<file path="src/rtl/pc_pkg.sv">
// Shared definitions for the fetch-stage PC unit: next-PC op encodings,
// pending-redirect FSM states and default address constants.
package pc_pkg;

  localparam logic [31:0] PC_RESET_DEFAULT  = 32'h0000_3000;
  localparam logic [31:0] EXC_VEC_DEFAULT   = 32'h0000_4180;
  localparam logic [31:0] IMEM_BASE_DEFAULT = 32'h0000_3000;
  localparam logic [31:0] IMEM_SIZE_DEFAULT = 32'h0000_4000;

  localparam int unsigned NPC_SEQ  = 0;
  localparam int unsigned NPC_BEQ  = 1;
  localparam int unsigned NPC_J    = 2;
  localparam int unsigned NPC_JR   = 3;
  localparam int unsigned NPC_BNE  = 4;
  localparam int unsigned NPC_ERET = 5;
  localparam int unsigned NPC_BLTZ = 6;
  localparam int unsigned NPC_BGEZ = 7;
  localparam int unsigned NPC_BLEZ = 8;
  localparam int unsigned NPC_BGTZ = 9;

  typedef enum logic {
    ST_IDLE = 1'b0,
    ST_PEND = 1'b1
  } pend_state_t;

endpackage

</file>
<file path="src/rtl/npc_calc.sv">
// Combinational D-stage redirect decode: decides whether the D instruction
// redirects fetch and computes the target. REGIMM branches need PC_UNIT_REGIMM_EN.
module npc_calc
  import pc_pkg::*;
#(
  parameter int NPC_OP_W = 4
) (
  input  logic                d_valid,
  input  logic [NPC_OP_W-1:0] npc_op,
  input  logic [31:0]         pc_d,
  input  logic [31:0]         offset,
  input  logic [25:0]         target,
  input  logic [31:0]         rs_val,
  input  logic [31:0]         rt_val,
  output logic                redirect,
  output logic                eret,
  output logic [31:0]         redirect_pc
);

  logic [31:0] seq_pc;
  logic [31:0] br_pc;
  logic [31:0] j_pc;
  logic        eq;

  assign seq_pc = pc_d + 32'd8;
  assign br_pc  = pc_d + 32'd4 + offset;
  assign j_pc   = {pc_d[31:28], target, 2'b00};
  assign eq     = (rs_val == rt_val);

`ifdef PC_UNIT_REGIMM_EN
  logic signed [31:0] rs_s;
  logic               rs_ltz;
  logic               rs_eqz;

  assign rs_s   = rs_val;
  assign rs_ltz = (rs_s < 32'sd0);
  assign rs_eqz = (rs_s == 32'sd0);
`endif

  always_comb begin
    redirect    = 1'b0;
    eret        = 1'b0;
    redirect_pc = seq_pc;
    if (d_valid) begin
      case (npc_op)
        NPC_OP_W'(NPC_BEQ): begin
          redirect    = 1'b1;
          redirect_pc = eq ? br_pc : seq_pc;
        end
        NPC_OP_W'(NPC_BNE): begin
          redirect    = 1'b1;
          redirect_pc = eq ? seq_pc : br_pc;
        end
        NPC_OP_W'(NPC_J): begin
          redirect    = 1'b1;
          redirect_pc = j_pc;
        end
        NPC_OP_W'(NPC_JR): begin
          redirect    = 1'b1;
          redirect_pc = rs_val;
        end
        NPC_OP_W'(NPC_ERET): eret = 1'b1;
`ifdef PC_UNIT_REGIMM_EN
        NPC_OP_W'(NPC_BLTZ): begin
          redirect    = 1'b1;
          redirect_pc = rs_ltz ? br_pc : seq_pc;
        end
        NPC_OP_W'(NPC_BGEZ): begin
          redirect    = 1'b1;
          redirect_pc = rs_ltz ? seq_pc : br_pc;
        end
        NPC_OP_W'(NPC_BLEZ): begin
          redirect    = 1'b1;
          redirect_pc = (rs_ltz || rs_eqz) ? br_pc : seq_pc;
        end
        NPC_OP_W'(NPC_BGTZ): begin
          redirect    = 1'b1;
          redirect_pc = (rs_ltz || rs_eqz) ? seq_pc : br_pc;
        end
`endif
        default: ;
      endcase
    end
  end

endmodule

</file>
<file path="src/rtl/pc_unit.sv">
// Fetch-stage PC register with exception/eret entry, stall-tolerant redirect
// buffer, delay-slot flag and fetch fault check. Optional macro: PC_UNIT_REGIMM_EN.
module pc_unit
  import pc_pkg::*;
#(
  parameter logic [31:0] RESET_PC  = PC_RESET_DEFAULT,
  parameter logic [31:0] EXC_VEC   = EXC_VEC_DEFAULT,
  parameter logic [31:0] IMEM_BASE = IMEM_BASE_DEFAULT,
  parameter logic [31:0] IMEM_SIZE = IMEM_SIZE_DEFAULT,
  parameter int          NPC_OP_W  = 4
) (
  input  logic                clk,
  input  logic                rst_n,
  input  logic                en_f,
  input  logic                d_valid,
  input  logic [NPC_OP_W-1:0] npc_op,
  input  logic [31:0]         pc_d,
  input  logic [31:0]         offset,
  input  logic [25:0]         target,
  input  logic [31:0]         rs_val,
  input  logic [31:0]         rt_val,
  input  logic [31:0]         epc,
  input  logic                exc_req,
  output logic [31:0]         pc_f,
  output logic                bd_f,
  output logic                flush,
  output logic                adel_f
);

  logic        redirect;
  logic        eret;
  logic [31:0] redirect_pc;

  npc_calc #(
    .NPC_OP_W(NPC_OP_W)
  ) u_npc_calc (
    .d_valid    (d_valid),
    .npc_op     (npc_op),
    .pc_d       (pc_d),
    .offset     (offset),
    .target     (target),
    .rs_val     (rs_val),
    .rt_val     (rt_val),
    .redirect   (redirect),
    .eret       (eret),
    .redirect_pc(redirect_pc)
  );

  pend_state_t state, state_nxt;
  logic [31:0] pend_pc, pend_pc_nxt;
  logic [31:0] pc_nxt;
  logic        bd_nxt;
  logic        flush_nxt;

  always_ff @(posedge clk or negedge rst_n) begin
    if (!rst_n) state <= ST_IDLE;
    else        state <= state_nxt;
  end

  always_comb begin
    state_nxt   = state;
    pend_pc_nxt = pend_pc;
    pc_nxt      = pc_f;
    bd_nxt      = bd_f;
    flush_nxt   = 1'b0;
    if (exc_req || eret) begin
      // Exception/eret win regardless of stall and drop any buffered redirect
      state_nxt   = ST_IDLE;
      pend_pc_nxt = 32'h0;
      pc_nxt      = exc_req ? EXC_VEC : epc;
      bd_nxt      = 1'b0;
      flush_nxt   = 1'b1;
    end else if (state == ST_PEND) begin
      if (en_f) begin
        state_nxt = ST_IDLE;
        pc_nxt    = pend_pc;
        bd_nxt    = 1'b1;
      end
    end else if (redirect) begin
      if (en_f) begin
        pc_nxt = redirect_pc;
        bd_nxt = 1'b1;
      end else begin
        // F is stalled but D will move on: remember where to go
        state_nxt   = ST_PEND;
        pend_pc_nxt = redirect_pc;
      end
    end else if (en_f) begin
      pc_nxt = pc_f + 32'd4;
      bd_nxt = 1'b0;
    end
  end

  always_ff @(posedge clk or negedge rst_n) begin
    if (!rst_n) begin
      pc_f    <= RESET_PC;
      bd_f    <= 1'b0;
      flush   <= 1'b0;
      pend_pc <= 32'h0;
    end else begin
      pc_f    <= pc_nxt;
      bd_f    <= bd_nxt;
      flush   <= flush_nxt;
      pend_pc <= pend_pc_nxt;
    end
  end

  logic [31:0] pc_rel;

  assign pc_rel = pc_f - IMEM_BASE;
  assign adel_f = (pc_f[1:0] != 2'b00) || (pc_rel >= IMEM_SIZE);

endmodule

</file>
<file path="config.mk">
export PLATFORM = sky130hd
export DESIGN_NAME = pc_unit
export DESIGN_NICKNAME = d
export VERILOG_FILES = /design/src/rtl/pc_pkg.sv /design/src/rtl/npc_calc.sv /design/src/rtl/pc_unit.sv
export SDC_FILE = /design/constraint.sdc
export NUM_CORES = 1
export LEC_CHECK = 0
export ABC_AREA = 1
export ABC_CLOCK_PERIOD_IN_PS = 5800
export CAP_MARGIN = 30
export CORE_ASPECT_RATIO = 0.7
export CORE_UTILIZATION = 44
export DETAILED_ROUTE_END_ITERATION = 16
export GPL_ROUTABILITY_DRIVEN = 0
export PLACE_DENSITY = 0.73
export SLEW_MARGIN = 30
export SYNTH_ARGS = -nofsm -noshare
export SYNTH_HDL_FRONTEND = slang
export SYNTH_SLANG_ARGS = --single-unit
</file>
<file path="constraint.sdc">
create_clock -name clk -period 5.8 [get_ports clk]
set_input_delay 0.87 -clock clk [delete_from_list [all_inputs] [get_ports clk]]
set_output_delay 0.87 -clock clk [all_outputs]
set_load 0.01 [all_outputs]
</file>
==> qor.csv <==
stage,metric,value,unit
min_path,min_to,pend_pc[22],
drt,dr.pass1.iters,6,
sta,final-hold-violation-count,0,
power,p_leak,0.00580,µW
setup_path,r2r-end,pc_f[26],
sta,slew_viol_final,0,
cts,htree_levels,3,
setup_path,reg2reg_slack,3.33,ns
floorplan,num_rows,43,
min_path,hold_class,register to register,
drt,routed_wl,36.0,mm
job,drv_cap,0,
synthesis,synth_cell_type_count,51,
sta,min_period_over_period,65.1,%
cts,cts_setup_buffers,0,
sta,rsz0062_at_grt,no,
setup_path,cpMaxStageDelayCell,clkdlybuf4s50_1,
global_route,grt_pass1_vias,10500,
synthesis,avgSynthCellArea,5.94,µm²
layout,diodes,0,
drt,drtAntennaViolNets,0,
sta,worstMarginPinSlew,1.08,ns
floorplan,coreArea,20200,µm²
setup_path,worst-path-buf-inv,2,
drt,drc_errors,0,
synthesis,yosys_warnings,0,
power,power_density,162,nW/µm²
cts,cts_tree,done,
placement,io_buffers,229,
setup_path,cp_max_fo,6,
sta,fin_skew,0.00588,ns
synthesis,netlist_area,9220,µm²
setup_path,required,4.93,ns
sta,tns,0,ns
cts,insertion_delay,0.34,ns
synthesis,ys_seq_area_share,18.2,%
global_route,grt.overflow.total,0,
synthesis,ys_ff_latch,67,
floorplan,start_util,45.7,%
synthesis,synth_top_area_share,22.2,%
setup_path,crit_path_end_kind,output port,
layout,final_cell_mix,"nand2_1, clkdlybuf4s50_1, inv_1",
synthesis,synth_edf_count,0,
layout,fin_nets,2017,
drt,vias,11500,
min_path,worstHoldStart,pend_pc[22],
synthesis,synth_top_cell_by_area,nand2_1,
layout,area_growth,30.2,%
synthesis,synth.area.top_cells,"nand2_1, dfrtp_1, ha_1",
placement,dp_hpwl,29.5,mm
layout,final_common_cell,nand2_1,
drt,wire_per_inst,17.7,µm
setup_path,timing.rr.start,pc_f[2],
synthesis,syn_nets,1812,
setup_path,worstSetupPathType,register to output port,
floorplan,design.die.area,21500,µm²
cts,cts_resized,0,
sta,fmax,0.265,GHz
cts,path_clk_slew,0.06,ns
power,total_power,1950,µW
cts,hold_buffers,0,
setup_path,max_stage_delay,0.54,ns
setup_path,worstSetupStartpoint,pc_f[13],
synthesis,synth_ff_type,dfrtp_1,
setup_path,crit_chain,nand2_1 > inv_1 > nor4_2 > nand4_1 > nor3_2 > nand2_1 > nor2_1 > xor2_1 > nand3b_1 > clkdlybuf4s50_1,
min_path,hold_path_depth,2,
setup_path,cp-start-kind,register,
setup_path,r2r_cells,15,
sta,relSlewSlack,27.2,%
sta,setup_violations,0,
synthesis,async_reset_ff_share,100,%
global_route,grt_usage,33.5,%
floorplan,die_w,175,µm
drt,via_per_inst,5.67,
cts,clk_path_buf_depth,2,
global_route,grt_pass1_wl,55.6,mm
cts,numCtsBuffers,9,
run_status,status,"finished, final reports clean",
setup_path,path_common_cell,nand2_1,
synthesis,synthCells,1552,
floorplan,io_pins,230,
setup_path,worstPathArrival,2.90,ns
cts,clockRootBuffer,clkbuf_16,
global_route,antenna_found_initial,0,
global_route,grt_max_degree,68,
sta,fin_crit,3.77,ns
layout,drive_above_1_share,4.43,%
drt,drtIter0Drc,1624,
power,irDropWorstVdd,123,µV
floorplan,die_h,123,µm
cts,clock-sinks,67,
setup_path,cp_top_family,simple AND/OR/NAND/NOR gates,
-- sequential cells by signal (all words and copies together) (netlist names) --
signal   count
pend_pc     32
state        1
pc_f        32
bd_f         1
flush        1
-- Yosys cell counts (18+ instances only) --
master,instances
a21oi_1,67
a221oi_1,31
buf_2,20
clkbuf_1,18
dfrtp_1,65
ha_1,64
inv_1,175
nand2_1,545
nand3_1,90
nand3b_1,23
nand4_1,20
nor2_1,154
nor3_1,35
o21ai_0,61
xnor2_1,31
xor2_1,29
-- logic make-up after synthesis --
family          count (synthesis)  share of synthesized area (%)
buf+inv                       226                           9.76
simple gates                  921                           42.9
compound gates                213                           14.5
xor+xnor                       60                           5.70
fa+ha+maj                      65                           8.90
flops                          67                           18.2
-- where the power goes --
| group | leakage (µW) | switching [µW] | total [µW] | internal, µW |
|---|---|---|---|---|
| logic | 0.00478 | 473 | 846 | 373 |
| registers | 0.000880 | 56.4 | 557 | 501 |
| clock network | 0.000141 | 215 | 545 | 331 |
| total | 0.00580 | 744 | 1950 | 1200 |
-- worst max path at each step --
stage	endpoint	depth (start not counted)
6_report	adel_f	10
5_1_grt	pc_f[31]	19
4_1_cts	adel_f	10
3_5_place_dp	pc_f[31]	19
3_3_place_gp	pend_pc[28]	20
2_1_floorplan	pend_pc[31]	17
-- tightest hold or removal path, cell delays in order, from the launching register on --
cell and delay [ns]:
dfrtp_1 0.35, nand2_1 0.06, nand2_1 0.05
-- stage by stage --
step,setup slack [ns],utilization [%],hold WS [ns],area [µm²],cells
3_3_place_gp,1.96,57.9,0.465,11700,2015
4_1_cts,2.05,59.4,0.484,12000,2031
3_5_place_dp,1.88,58.0,0.469,11700,2015
6_report,2.03,59.5,0.490,12000,2032
2_1_floorplan,2.83,-,0.449,9220,1552
5_1_grt,1.89,59.5,0.496,12000,2032
-- per-layer routing --
| layer | vias to the layer above | routed length (µm) | track usage, % |
|---|---|---|---|
| li1 | 5501 | - | - |
| met1 | 5182 | 15100 | 45.2 |
| met2 | 785 | 14800 | 50.7 |
| met3 | 61 | 5320 | 11.4 |
| met4 | 2 | 766 | 8.21 |
| met5 | - | 36 | 3.01 |
-- layout make-up --
class                      count  area [µm²]
clock buffer                   9         225
clock inverter                 7        68.8
fill                        1969        8170
inverter                     184         691
multi-input combinational   1259        6650
sequential                    67        1680
tap                          270         338
timing repair buffer         236        2350
Power figures use the tool's default switching activity.
